$ cat src/rtl/mmcm_phaseshift_multi.sv
// Multi-channel MMCM/DCM variable phase-shift sequencer.
// Steps each channel's PSEN/PSINCDEC toward a clamped signed target, one step
// per round-robin grant, with lock-loss handling and PSDONE timeout detection.
module mmcm_phaseshift_multi #(
    parameter int NUM_CH      = 2,
    parameter int PHASE_W     = 10,
    parameter int MAX_PHASE   = 255,
    parameter int TIMEOUT_CYC = 1023
) (
    input  logic                        clk_usb,
    input  logic                        reset,
    input  logic [NUM_CH*PHASE_W-1:0]   phase_requested,
    input  logic [NUM_CH-1:0]           phase_load,
    output logic [NUM_CH*PHASE_W-1:0]   phase_actual,
    output logic [NUM_CH-1:0]           phase_done,
    output logic [NUM_CH-1:0]           phase_timeout,
    output logic                        busy,
    output logic [NUM_CH-1:0]           ps_en,
    output logic [NUM_CH-1:0]           ps_incdec,
    input  logic [NUM_CH-1:0]           ps_done,
    input  logic [NUM_CH-1:0]           ps_locked
);

    localparam int SEL_W = (NUM_CH > 1) ? $clog2(NUM_CH) : 1;
    localparam int CNT_W = $clog2(TIMEOUT_CYC + 1);

    localparam logic [1:0] ST_IDLE = 2'd0;
    localparam logic [1:0] ST_ARB  = 2'd1;
    localparam logic [1:0] ST_STEP = 2'd2;
    localparam logic [1:0] ST_WAIT = 2'd3;

    localparam logic signed [PHASE_W-1:0] PH_MAX  = PHASE_W'(MAX_PHASE);
    localparam logic signed [PHASE_W-1:0] PH_MIN  = -PH_MAX;
    localparam logic signed [PHASE_W-1:0] PH_ONE  = PHASE_W'(1);
    localparam logic [CNT_W-1:0]          TO_LAST = CNT_W'(TIMEOUT_CYC - 1);
    localparam logic [SEL_W-1:0]          LAST_CH = SEL_W'(NUM_CH - 1);

    logic [1:0]                   state;
    logic [SEL_W-1:0]             sel;
    logic [SEL_W-1:0]             rr_ptr;
    logic [SEL_W-1:0]             next_ptr;
    logic [SEL_W-1:0]             arb_idx;
    logic                         arb_hit;
    logic [CNT_W-1:0]             tcnt;
    logic signed [PHASE_W-1:0]    target [NUM_CH];
    logic signed [PHASE_W-1:0]    actual [NUM_CH];
    logic [NUM_CH-1:0]            pending;
    logic [NUM_CH-1:0]            done_c;

    function automatic logic signed [PHASE_W-1:0] clamp_phase(input logic signed [PHASE_W-1:0] v);
        if (v > PH_MAX)
            return PH_MAX;
        else if (v < PH_MIN)
            return PH_MIN;
        else
            return v;
    endfunction

    // Per-channel work-remaining and settled status
    always_comb begin
        pending = '0;
        done_c  = '0;
        for (int unsigned i = 0; i < NUM_CH; i++) begin
            pending[i] = (target[i] != actual[i]) && ps_locked[i] && !phase_timeout[i];
            done_c[i]  = !pending[i] && (target[i] == actual[i]) && ps_locked[i] &&
                         !(((state == ST_STEP) || (state == ST_WAIT)) && (sel == SEL_W'(i)));
        end
    end

    // Round-robin search: first pending channel at or after rr_ptr, wrapping
    always_comb begin
        int unsigned c;
        arb_hit = 1'b0;
        arb_idx = '0;
        c       = 0;
        for (int unsigned k = 0; k < NUM_CH; k++) begin
            c = 32'(rr_ptr) + k;
            if (c >= NUM_CH)
                c = c - NUM_CH;
            if (!arb_hit && pending[SEL_W'(c)]) begin
                arb_hit = 1'b1;
                arb_idx = SEL_W'(c);
            end
        end
    end

    // Pointer advances past the channel just served so channels interleave
    always_comb begin
        next_ptr = (sel == LAST_CH) ? '0 : sel + 1'b1;
    end

    // Target capture with clamping on each channel's load pulse
    always_ff @(posedge clk_usb or posedge reset) begin
        if (reset) begin
            for (int unsigned i = 0; i < NUM_CH; i++)
                target[i] <= '0;
        end else begin
            for (int unsigned i = 0; i < NUM_CH; i++)
                if (phase_load[i])
                    target[i] <= clamp_phase(phase_requested[i*PHASE_W +: PHASE_W]);
        end
    end

    // Shared step sequencer: grant, pulse PSEN, await PSDONE or timeout
    always_ff @(posedge clk_usb or posedge reset) begin
        if (reset) begin
            state         <= ST_IDLE;
            sel           <= '0;
            rr_ptr        <= '0;
            tcnt          <= '0;
            ps_en         <= '0;
            ps_incdec     <= '0;
            phase_timeout <= '0;
            for (int unsigned i = 0; i < NUM_CH; i++)
                actual[i] <= '0;
        end else begin
            ps_en <= '0;
            case (state)
                ST_IDLE: begin
                    if (|pending)
                        state <= ST_ARB;
                end
                ST_ARB: begin
                    if (arb_hit) begin
                        sel                <= arb_idx;
                        ps_en[arb_idx]     <= 1'b1;
                        ps_incdec          <= '0;
                        ps_incdec[arb_idx] <= (target[arb_idx] > actual[arb_idx]);
                        state              <= ST_STEP;
                    end else begin
                        state <= ST_IDLE;
                    end
                end
                ST_STEP: begin
                    tcnt  <= '0;
                    state <= ST_WAIT;
                end
                ST_WAIT: begin
                    if (!ps_locked[sel]) begin
                        state  <= ST_ARB;
                        rr_ptr <= next_ptr;
                    end else if (ps_done[sel]) begin
                        actual[sel] <= ps_incdec[sel] ? (actual[sel] + PH_ONE)
                                                      : (actual[sel] - PH_ONE);
                        state       <= ST_ARB;
                        rr_ptr      <= next_ptr;
                    end else if (tcnt == TO_LAST) begin
                        phase_timeout[sel] <= 1'b1;
                        state              <= ST_ARB;
                        rr_ptr             <= next_ptr;
                    end else begin
                        tcnt <= tcnt + 1'b1;
                    end
                end
                default: state <= ST_IDLE;
            endcase
            // A primitive that loses lock restarts at zero phase; a fresh load
            // rearms a channel that had timed out.
            for (int unsigned i = 0; i < NUM_CH; i++) begin
                if (!ps_locked[i])
                    actual[i] <= '0;
                if (phase_load[i])
                    phase_timeout[i] <= 1'b0;
            end
        end
    end

    // Registered settled flags; a load always clears its flag for one cycle
    always_ff @(posedge clk_usb or posedge reset) begin
        if (reset)
            phase_done <= '1;
        else
            phase_done <= done_c & ~phase_load;
    end

    // Pack per-channel phase onto the output bus
    always_comb begin
        phase_actual = '0;
        for (int unsigned i = 0; i < NUM_CH; i++)
            phase_actual[i*PHASE_W +: PHASE_W] = actual[i];
    end

    assign busy = (state != ST_IDLE);

endmodule

$ cat config.mk
export PLATFORM = sky130hd
export DESIGN_NAME = mmcm_phaseshift_multi
export DESIGN_NICKNAME = d
export VERILOG_FILES = /design/src/rtl/mmcm_phaseshift_multi.sv
export SDC_FILE = /design/constraint.sdc
export NUM_CORES = 1
export LEC_CHECK = 0
export ABC_AREA = 0
export CAP_MARGIN = 10
export CORE_MARGIN = 5
export CORE_UTILIZATION = 26
export DETAILED_ROUTE_END_ITERATION = 12
export HOLD_SLACK_MARGIN = 0.08
export PLACE_DENSITY = 0.42
export SETUP_SLACK_MARGIN = 0.1
export SLEW_MARGIN = 10
export SYNTH_ARGS = -nofsm -noshare
export SYNTH_HDL_FRONTEND = slang
export SYNTH_SLANG_ARGS = --single-unit
$ cat constraint.sdc
create_clock -name clk_usb -period 4.6 [get_ports clk_usb]
set_input_delay 0.69 -clock clk_usb [delete_from_list [all_inputs] [get_ports clk_usb]]
set_output_delay 0.69 -clock clk_usb [all_outputs]
set_load 0.01 [all_outputs]
==> impl_metrics.tcl, run 1 <==
set metrics [dict create \
    core_area_um2 15300 \
    io_pins 57 \
    seq_area_frac_synth_pct 38.3 \
    min-delay-path-class "register to register" \
    ctsHtreeMaxLevel 3 \
    setup_ws_ns 0.899 \
    wire_per_inst_um 16.9 \
    synth_edf_count 0 \
    hpwlAfterDp_um 9060 \
    cts.sinks 62 \
    grt_pass1_wl_um 19400 \
    worst_slew_pin_slew_ns 1.11 \
    startpoint "ps_locked[0]" \
    cts_setup_buffers 0 \
    seqPwrFrac_pct 30.5 \
    p_int_mw 1.58 \
    via_per_inst 4.71 \
    synth-seq-cells 62 \
    final_util_pct 34.2 \
    ant_nets 0 \
    grt_max_degree 33 \
    finalCritPeriodShare_pct 80.5 \
    numCtsBuffers 9 \
    die-area_um2 18200 \
    min-delay-start "ps_incdec[1]$_DFFE_PP0P_" \
    crit_fanout 24 \
    area_growth_pct 28.5 \
    antenna_found_initial 0 \
    p_total_mw 2.43 \
    p_sw_mw 0.856 \
    crit_end "ps_incdec[0]$_DFFE_PP0P_" \
    postCtsResizedCells 0 \
    combPwrFrac_pct 38.1 \
    skew_ns 0.00727 \
    arrival_ns 3.91 \
    reg2regPathDepth 13 \
    r2r-start "phase_actual[18]$_DFFE_PP0P_" \
    max_cap_viol_count 0 \
    drt_iter0_markers 168 \
    route.vias.total 3267 \
    ys_warn_count 0 \
    synth.distinct_cells 58 \
    r2r_slack_ns 1.15 \
    setup_viol 0 \
    r2r-end "ps_incdec[0]$_DFFE_PP0P_" \
    synthArstFlopShare_pct 100 \
    worstSetupPathType "primary input to register" \
    synth_ff_type "dfrtp_1" \
    clockBufferDepth 2 \
    gr-total-overflow 0 \
    syn_area_per_cell_um2 9.75 \
    relSlewSlack_pct 25.9 \
    fmax_mhz 270 \
    leakage_nw 2.16 \
    cts_root_buf "clkbuf_16" \
    start_kind "primary input" \
    hold_buffers 0 \
    power_density_nw_per_um2 467 \
    port-buffer-count 56 \
    dieWidth_um 135 \
    clockPowerShare_pct 31.4 \
    nets 532 \
    setup_tns_ns 0 \
    period_minus_slack_ns 3.70 \
    cp.required_ns 4.81 \
    clk_pin_slew_ns 0.05 \
    grt_pass1_vias 3470 \
    final_max_slew_viol_count 0 \
    synth_area_um2 4060 \
    clk_latency_ns 0.34 \
    synthCells 416 \
    grt_util_all_layers_pct 13.8 \
    peakVddDrop_uv 186 \
    drc 0 \
    drt-pass1-iter-count 4 \
    outcome "finished, final reports clean" \
    post-place-ws_ns 0.567 \
    report.final.hold_viol_count 0 \
    rsz0062_at_grt "no" \
    fill_cells 1608 \
    row_count 45 \
    die_y_um 135 \
    worstSetupEndpointType "register" \
    swShare_pct 35.2 \
    final_layout_size_suffix_gt1_share_pct 10.8 \
    synthesis.nets 472 \
    gp_congestion 0.845 \
    start_util_pct 26.6 \
    cts_tree "done" \
    drt_wl_total_um 11700 \
]
-- layer usage --
metal  up-vias  GRT usage (%)  wire length [um]
li1       1622              -                 -
met1      1579           17.9              5360
met2        54           22.4              5630
met3        12           4.28               593
met4         0           3.39               136
met5         -              0                 0
-- layout make-up --
cell class              count  area, um^2  area share [%]
flip-flops and latches     62        1550            29.8
diodes                      1        2.50          0.0480
clock buffers              13         270            5.19
multi-input cells         323        2380            45.7
clock inverters             3        65.1            1.25
well taps                 211         264            5.07
inverters                  18        67.6            1.30
repair buffers             62         606            11.6
-- placed cells by master (no fill, tap or decap), types with 8 or more instances in the layout --
cell type	Yosys	layout
a21oi_1	18	18
clkbuf_16	0	9
clkdlybuf4s50_1	0	56
dfrtp_1	60	60
ha_1	27	27
inv_1	18	17
mux2_2	18	18
mux2i_1	18	18
nand2_1	45	45
nand3_1	11	11
nand4_1	14	14
nor2_1	20	20
nor2b_1	19	19
o21ai_0	8	8
o22a_1	14	14
xnor2_1	24	24
xor2_1	9	9
-- power by group through the flow --
| stage | logic, mW | clock network (mW) | registers, mW |
|---|---|---|---|
| after floorplan | 0.651 | 0 | 0.718 |
| after global placement | 0.919 | 0 | 0.756 |
| after detailed placement | 0.928 | 0 | 0.757 |
| after CTS | 0.937 | 0.789 | 0.747 |
| after global routing | 1.05 | 0.807 | 0.757 |
| final | 0.928 | 0.764 | 0.742 |
-- stage by stage --
step / hold slack [ns] / area, um^2 / cells
after detailed placement: 0.533 / 4870 / 676
after floorplan: 0.491 / 4060 / 416
after global routing: 0.570 / 5210 / 692
after global placement: 0.527 / 4870 / 676
final: 0.540 / 5210 / 693
after CTS: 0.547 / 5210 / 692
-- cell usage after synthesis, drive strengths merged (3+ instances only) --
cell type	count	area share, %
mux2	19	5.4
or3	5	0.77
nor4	5	0.93
nand3	11	1.4
mux2i	18	4.4
nor2	21	2.0
a21boi	7	1.3
o22a	14	3.0
buf	4	0.52
clkbuf	9	0.86
xor2	9	1.9
o32a	3	0.74
nor2b	19	2.9
dfrtp	60	37
nand2	45	4.2
a21oi	18	2.2
inv	18	1.7
ha	27	8.3
o22ai	3	0.46
a21o	6	1.1
nor3	5	0.62
nand2b	3	0.46
xnor2	24	5.2
a31oi	4	0.99
o21ai	12	1.6
nand4	14	2.2
o221ai	3	0.65
-- critical path, stage by stage --
cell and delay, ns:
clkdlybuf4s50_1 0.48, inv_1 0.21, or3_1 0.40, o21bai_2 0.12, buf_4 0.33, mux2_2 0.38
ha_1 0.30, nor2b_1 0.13, o21a_1 0.15, o21ai_0 0.16, a21oi_1 0.09, o21ai_0 0.30
o21ai_0 0.15
-- worst min path at each step --
stage                                     endpoint  cells past startpoint
final                     ps_incdec[1]$_DFFE_PP0P_                      2
after global routing           tcnt[9]$_DFFE_PP0P_                      2
after CTS                 ps_incdec[1]$_DFFE_PP0P_                      2
after detailed placement  ps_incdec[1]$_DFFE_PP0P_                      2
after global placement         tcnt[9]$_DFFE_PP0P_                      2
after floorplan                tcnt[2]$_DFFE_PP0P_                      1
-- sequential cells by signal, indices dropped and copies added (netlist names) --
signal	cells
phase_actual	20
target	20
tcnt	10
phase_done	2
phase_timeout	2
ps_en	2
ps_incdec	2
state	2
rr_ptr	1
sel	1
-- logic make-up after synthesis --
| family | Yosys count | synth area share (%) |
|---|---|---|
| multiplexers | 37 | 9.81 |
| buffers and inverters | 31 | 3.05 |
| adder cells (fa/ha/maj) | 28 | 8.82 |
| AND/OR/NAND/NOR | 142 | 18.2 |
| XOR/XNOR | 33 | 7.13 |
| flip-flops | 62 | 38.3 |
| AO/OA/AOI/OAI | 83 | 14.7 |
No activity file was read; power rests on OpenSTA's default activity.
==> run 2, diff against run 1 <==
Clock period 4.6 ns to 3.7 ns, I/O delays scaled along.
==> impl_metrics.tcl, run 2 (synthesis gave the netlist of run 1 again) <==
set metrics [dict create \
    min-delay-path-class "register to register" \
    crit_fanout 9 \
    port-buffer-count 56 \
    dp.cells 697 \
    leakage_nw 2.25 \
    io_pins 57 \
    numCtsBuffers 9 \
    hold_ws_ns 0.525 \
    wire_per_inst_um 17.6 \
    row_count 45 \
    ant_nets 0 \
    final_layout_size_suffix_gt1_share_pct 14.4 \
    die-area_um2 18200 \
    peakVddDrop_uv 223 \
    cts_tree "done" \
    max_cap_viol_count 0 \
    worst_slew_pin_slew_ns 1.02 \
    drt-pass1-iter-count 4 \
    p_total_mw 2.97 \
    drc 0 \
    relSlewSlack_pct 32.2 \
    startpoint "ps_locked[0]" \
    arrival_ns 3.57 \
    gr-total-overflow 0 \
    route.vias.total 3395 \
    postCtsResizedCells 0 \
    worstSetupEndpointType "register" \
    worst_path_max_delay_cell "clkdlybuf4s50_1" \
    grt_pass1_wl_um 19900 \
    drt_wl_total_um 12500 \
    layout_commonest_cell "dfrtp_1" \
    cts_setup_buffers 0 \
    antenna_found_initial 0 \
    cpPeakStageDelay_ns 0.52 \
    cp.required_ns 3.95 \
    final_util_pct 34.9 \
    gp_congestion 0.843 \
    start_util_pct 26.6 \
    die_y_um 135 \
    report.final.hold_viol_count 0 \
    cts.sinks 62 \
    final_cell_mix "dfrtp_1 (60), clkdlybuf4s50_1 (56), nand2_1 (45)" \
    final_cells 711 \
    nets 553 \
    skew_ns 0.00546 \
    clk_latency_ns 0.35 \
    setup_tns_ns 0 \
    clk_pin_slew_ns 0.05 \
    min-delay-start "ps_incdec[0]$_DFFE_PP0P_" \
    area_growth_pct 31.3 \
    ctsHtreeMaxLevel 3 \
    dieWidth_um 135 \
    rsz0062_at_grt "no" \
    fmax_mhz 301 \
    core_area_um2 15300 \
    worstSetupPathType "primary input to register" \
    grt_util_all_layers_pct 14.4 \
    drt_iter0_markers 125 \
    setup_viol 0 \
    cp_top_family "compound AO/OA/AOI/OAI gates" \
    hold_buffers 0 \
    r2r-start "phase_actual[1]$_DFFE_PP0P_" \
    power_density_nw_per_um2 558 \
    grt_pass1_vias 3477 \
    path_buf_inv 3 \
    hpwlAfterDp_um 9770 \
    cts_root_buf "clkbuf_16" \
    finalCritPeriodShare_pct 89.8 \
    final_max_slew_viol_count 0 \
    via_per_inst 4.77 \
    start_kind "primary input" \
    outcome "finished, final reports clean" \
    worstPathCellList "clkdlybuf4s50_1 > inv_1 > or3_1 > o21bai_2 > buf_4 > mux2_2 > ha_1 > nand4_1 > nor3_1 > a221oi_1 > o21ai_0 > o31ai_1" \
    diodes 0 \
    period_minus_slack_ns 3.32 \
    clockBufferDepth 2 \
    grt_max_degree 46 \
]
run 2: changes by cell type in the layout (fill, tap and decap cells not counted), sizes merged:
| cell | before | now |
|---|---|---|
| bufinv | 2 | 0 |
| buf | 6 | 27 |
| diode | 1 | 0 |
| clkbuf | 13 | 14 |
| clkinv | 1 | 0 |
run 2: final timing paths:
path,cells after the start,endpoint,slack [ns]
min reg2reg,2,ps_incdec[0]$_DFFE_PP0P_,0.52
max reg2reg,13,ps_incdec[0]$_DFFE_PP0P_,0.39
min,2,ps_incdec[0]$_DFFE_PP0P_,0.52
max in group asynchronous,3,phase_actual[1]$_DFFE_PP0P_,2.09
max,12,ps_incdec[1]$_DFFE_PP0P_,0.38
min in group asynchronous,2,state[1]$_DFFE_PP0P_,0.78
run 2: report_power, final:
| part | switching (mW) | leakage (nW) | internal [mW] |
|---|---|---|---|
| Sequential | 0.120 | 0.789 | 0.778 |
| Clock | 0.306 | 0.147 | 0.537 |
| Combinational | 0.656 | 1.31 | 0.573 |
run 2: stage by stage:
| step | cell area, um^2 | worst slack [ns] |
|---|---|---|
| detailed placement | 5030 | 0.0247 |
| CTS | 5330 | 0.370 |
| global placement | 5030 | 0.0961 |
| finish | 5330 | 0.379 |
| global route | 5330 | 0.144 |
| floorplan | 4060 | 0.599 |
run 2: area by class of cell:
class | count | area [um^2]
clock buffers | 14 | 294
fillers | 1566 | 9930
inverters | 18 | 67.6
multi-input cells | 323 | 2380
flip-flops and latches | 62 | 1550
well taps | 211 | 264
repair buffers | 83 | 763
run 2: metal layers:
| layer | global-route usage, % | wire (um) |
|---|---|---|
| met1 | 18.3 | 5750 |
| met5 | 0 | 0 |
| met3 | 4.17 | 452 |
| met4 | 3.51 | 146 |
| met2 | 24.1 | 6130 |
run 2: worst min-delay path, cell delays in order, from the launching register on:
cell	delay (ns)
dfrtp_1	0.37
nand2_1	0.05
o21ai_0	0.06
==> run 3, diff against run 2 <==
Settings changed: CORE_MARGIN 5 to 4.
==> impl_metrics.tcl, run 3 (synthesis gave the netlist of run 1 again) <==
set metrics [dict create \
    wire_per_inst_um 17.1 \
    min_path_cells 1 \
    cts.sinks 62 \
    hold_buffers 0 \
    r2r_slack_ns 0.42 \
    power_density_nw_per_um2 549 \
    numCtsBuffers 9 \
    arrival_ns 3.48 \
    worstSetupEndpointType "register" \
    setup_ws_ns 0.424 \
    min_to "tcnt[2]$_DFFE_PP0P_" \
    clk_pin_slew_ns 0.05 \
    grt_util_all_layers_pct 14.4 \
    worst_slew_pin_slew_ns 0.682 \
    layout_commonest_cell "dfrtp_1" \
    area_growth_pct 30.2 \
    diodes 0 \
    period_minus_slack_ns 3.28 \
    clk_latency_ns 0.34 \
    port-buffer-count 56 \
    outcome "finished, final reports clean" \
    ant_nets 0 \
    gp_congestion 0.884 \
    wl_met2_um 5860 \
    reg2regPathDepth 12 \
    finalCritPeriodShare_pct 88.5 \
    setup_viol 0 \
    fill_cells 1563 \
    fmax_mhz 305 \
    gr-total-overflow 0 \
    antenna_found_initial 0 \
    post-place-ws_ns 0.114 \
    max_cap_viol_count 0 \
    grt_pass1_wl_um 19600 \
    report.final.hold_viol_count 0 \
    nets 550 \
    final_cell_mix "dfrtp_1 (60), clkdlybuf4s50_1 (56), nand2_1 (45)" \
    min-delay-path-class "register to register" \
    final_max_slew_viol_count 0 \
    multi_input_area_um2 2380 \
    ctsHtreeMaxLevel 3 \
    r2r-end "ps_incdec[0]$_DFFE_PP0P_" \
    r2r-start "phase_actual[9]$_DFFE_PP0P_" \
    route.vias.total 3359 \
    drt_iter0_markers 123 \
    peakVddDrop_uv 244 \
    relSlewSlack_pct 54.2 \
    cts_root_buf "clkbuf_16" \
    clockBufferDepth 2 \
    cp.required_ns 3.90 \
    final_area_um2 5280 \
    die-area_um2 17700 \
    setup_tns_ns 0 \
    start_util_pct 26.6 \
    min-delay-start "tcnt[2]$_DFFE_PP0P_" \
    dr.max_layer_used "met4" \
    wl_met1_um 5610 \
    drc 0 \
    core_area_um2 15300 \
    grt_max_degree 26 \
    layout.area.seq_um2 1550 \
    final_cells 710 \
    postCtsResizedCells 0 \
    grt_pass1_vias 3496 \
    cts_tree "done" \
    io_pins 57 \
    place_area_um2 5010 \
    final_layout_size_suffix_gt1_share_pct 13.4 \
    worstSetupPathType "register to register" \
    drt-pass1-iter-count 4 \
    via_per_inst 4.73 \
    dieWidth_um 133 \
    leakage_nw 2.22 \
    hpwlAfterDp_um 9640 \
    wl_met3_um 495 \
    crit_fanout 9 \
    skew_ns 0.00574 \
    cts_setup_buffers 0 \
    die_y_um 133 \
    drt_wl_total_um 12200 \
    start_kind "register" \
    dp.cells 694 \
    rsz0062_at_grt "no" \
    row_count 45 \
]
==> run 3: cell types whose count changed in the layout (fill, tap and decap cells not counted) <==
cell,change
clkbuf_8,-3
clkinv_2,+1
buf_4,-3
clkbuf_1,+4
==> run 3: critical path, stage by stage (launching register included) <==
cell and delay [ns]:
dfrtp_1 0.48, xnor2_1 0.23, nand4_1 0.13, nor4_2 0.45, o21bai_2 0.17, buf_4 0.21, mux2_2 0.28, ha_1 0.31
a21o_1 0.18, a21oi_1 0.19, nand2b_1 0.07, o21ai_0 0.29, o21ai_0 0.15
==> run 3: power by group <==
| group | total (mW) | switching [mW] | internal (mW) | leakage, nW |
|---|---|---|---|---|
| sequential | 0.903 | 0.125 | 0.779 | 0.789 |
| combinational | 1.22 | 0.652 | 0.568 | 1.30 |
| clock | 0.774 | 0.285 | 0.489 | 0.134 |
==> run 3: worst max-delay path by stage <==
stage,startpoint,to,slack (ns),cells past startpoint
4_1_cts,phase_actual[9]$_DFFE_PP0P_,ps_incdec[0]$_DFFE_PP0P_,0.39,12
3_5_place_dp,ps_locked[0],ps_incdec[0]$_DFFE_PP0P_,0.11,12
2_1_floorplan,sel$_DFFE_PP0P_,phase_actual[18]$_DFFE_PP0P_,0.60,9
6_report,phase_actual[9]$_DFFE_PP0P_,ps_incdec[0]$_DFFE_PP0P_,0.42,12
5_1_grt,phase_actual[9]$_DFFE_PP0P_,ps_incdec[0]$_DFFE_PP0P_,0.14,13
3_3_place_gp,ps_locked[0],ps_incdec[1]$_DFFE_PP0P_,0.19,12
==> run 3: metrics by stage <==
stage	power (mW)	utilization (%)	hold WS, ns
2_1_floorplan	1.70	-	0.491
3_3_place_gp	2.13	32.8	0.522
3_5_place_dp	2.14	32.8	0.526
4_1_cts	2.94	34.6	0.537
5_1_grt	3.11	34.6	0.574
6_report	2.90	34.6	0.538
==> run 3: metal layers <==
metal,GRT usage (%),vias to the layer above
met5,0,-
met4,4.68,0
met3,3.38,15
met2,23.3,73
met1,19.0,1605
li1,-,1666
==> run 3: cell type report <==
class,instances,share of cell area (%)
Inverter,18,1.28
Clock inverter,1,0.0948
Tap cell,211,5.00
Clock buffer,15,5.07
Sequential cell,62,29.4
Timing Repair Buffer,80,14.0
Multi-Input combinational cell,323,45.1
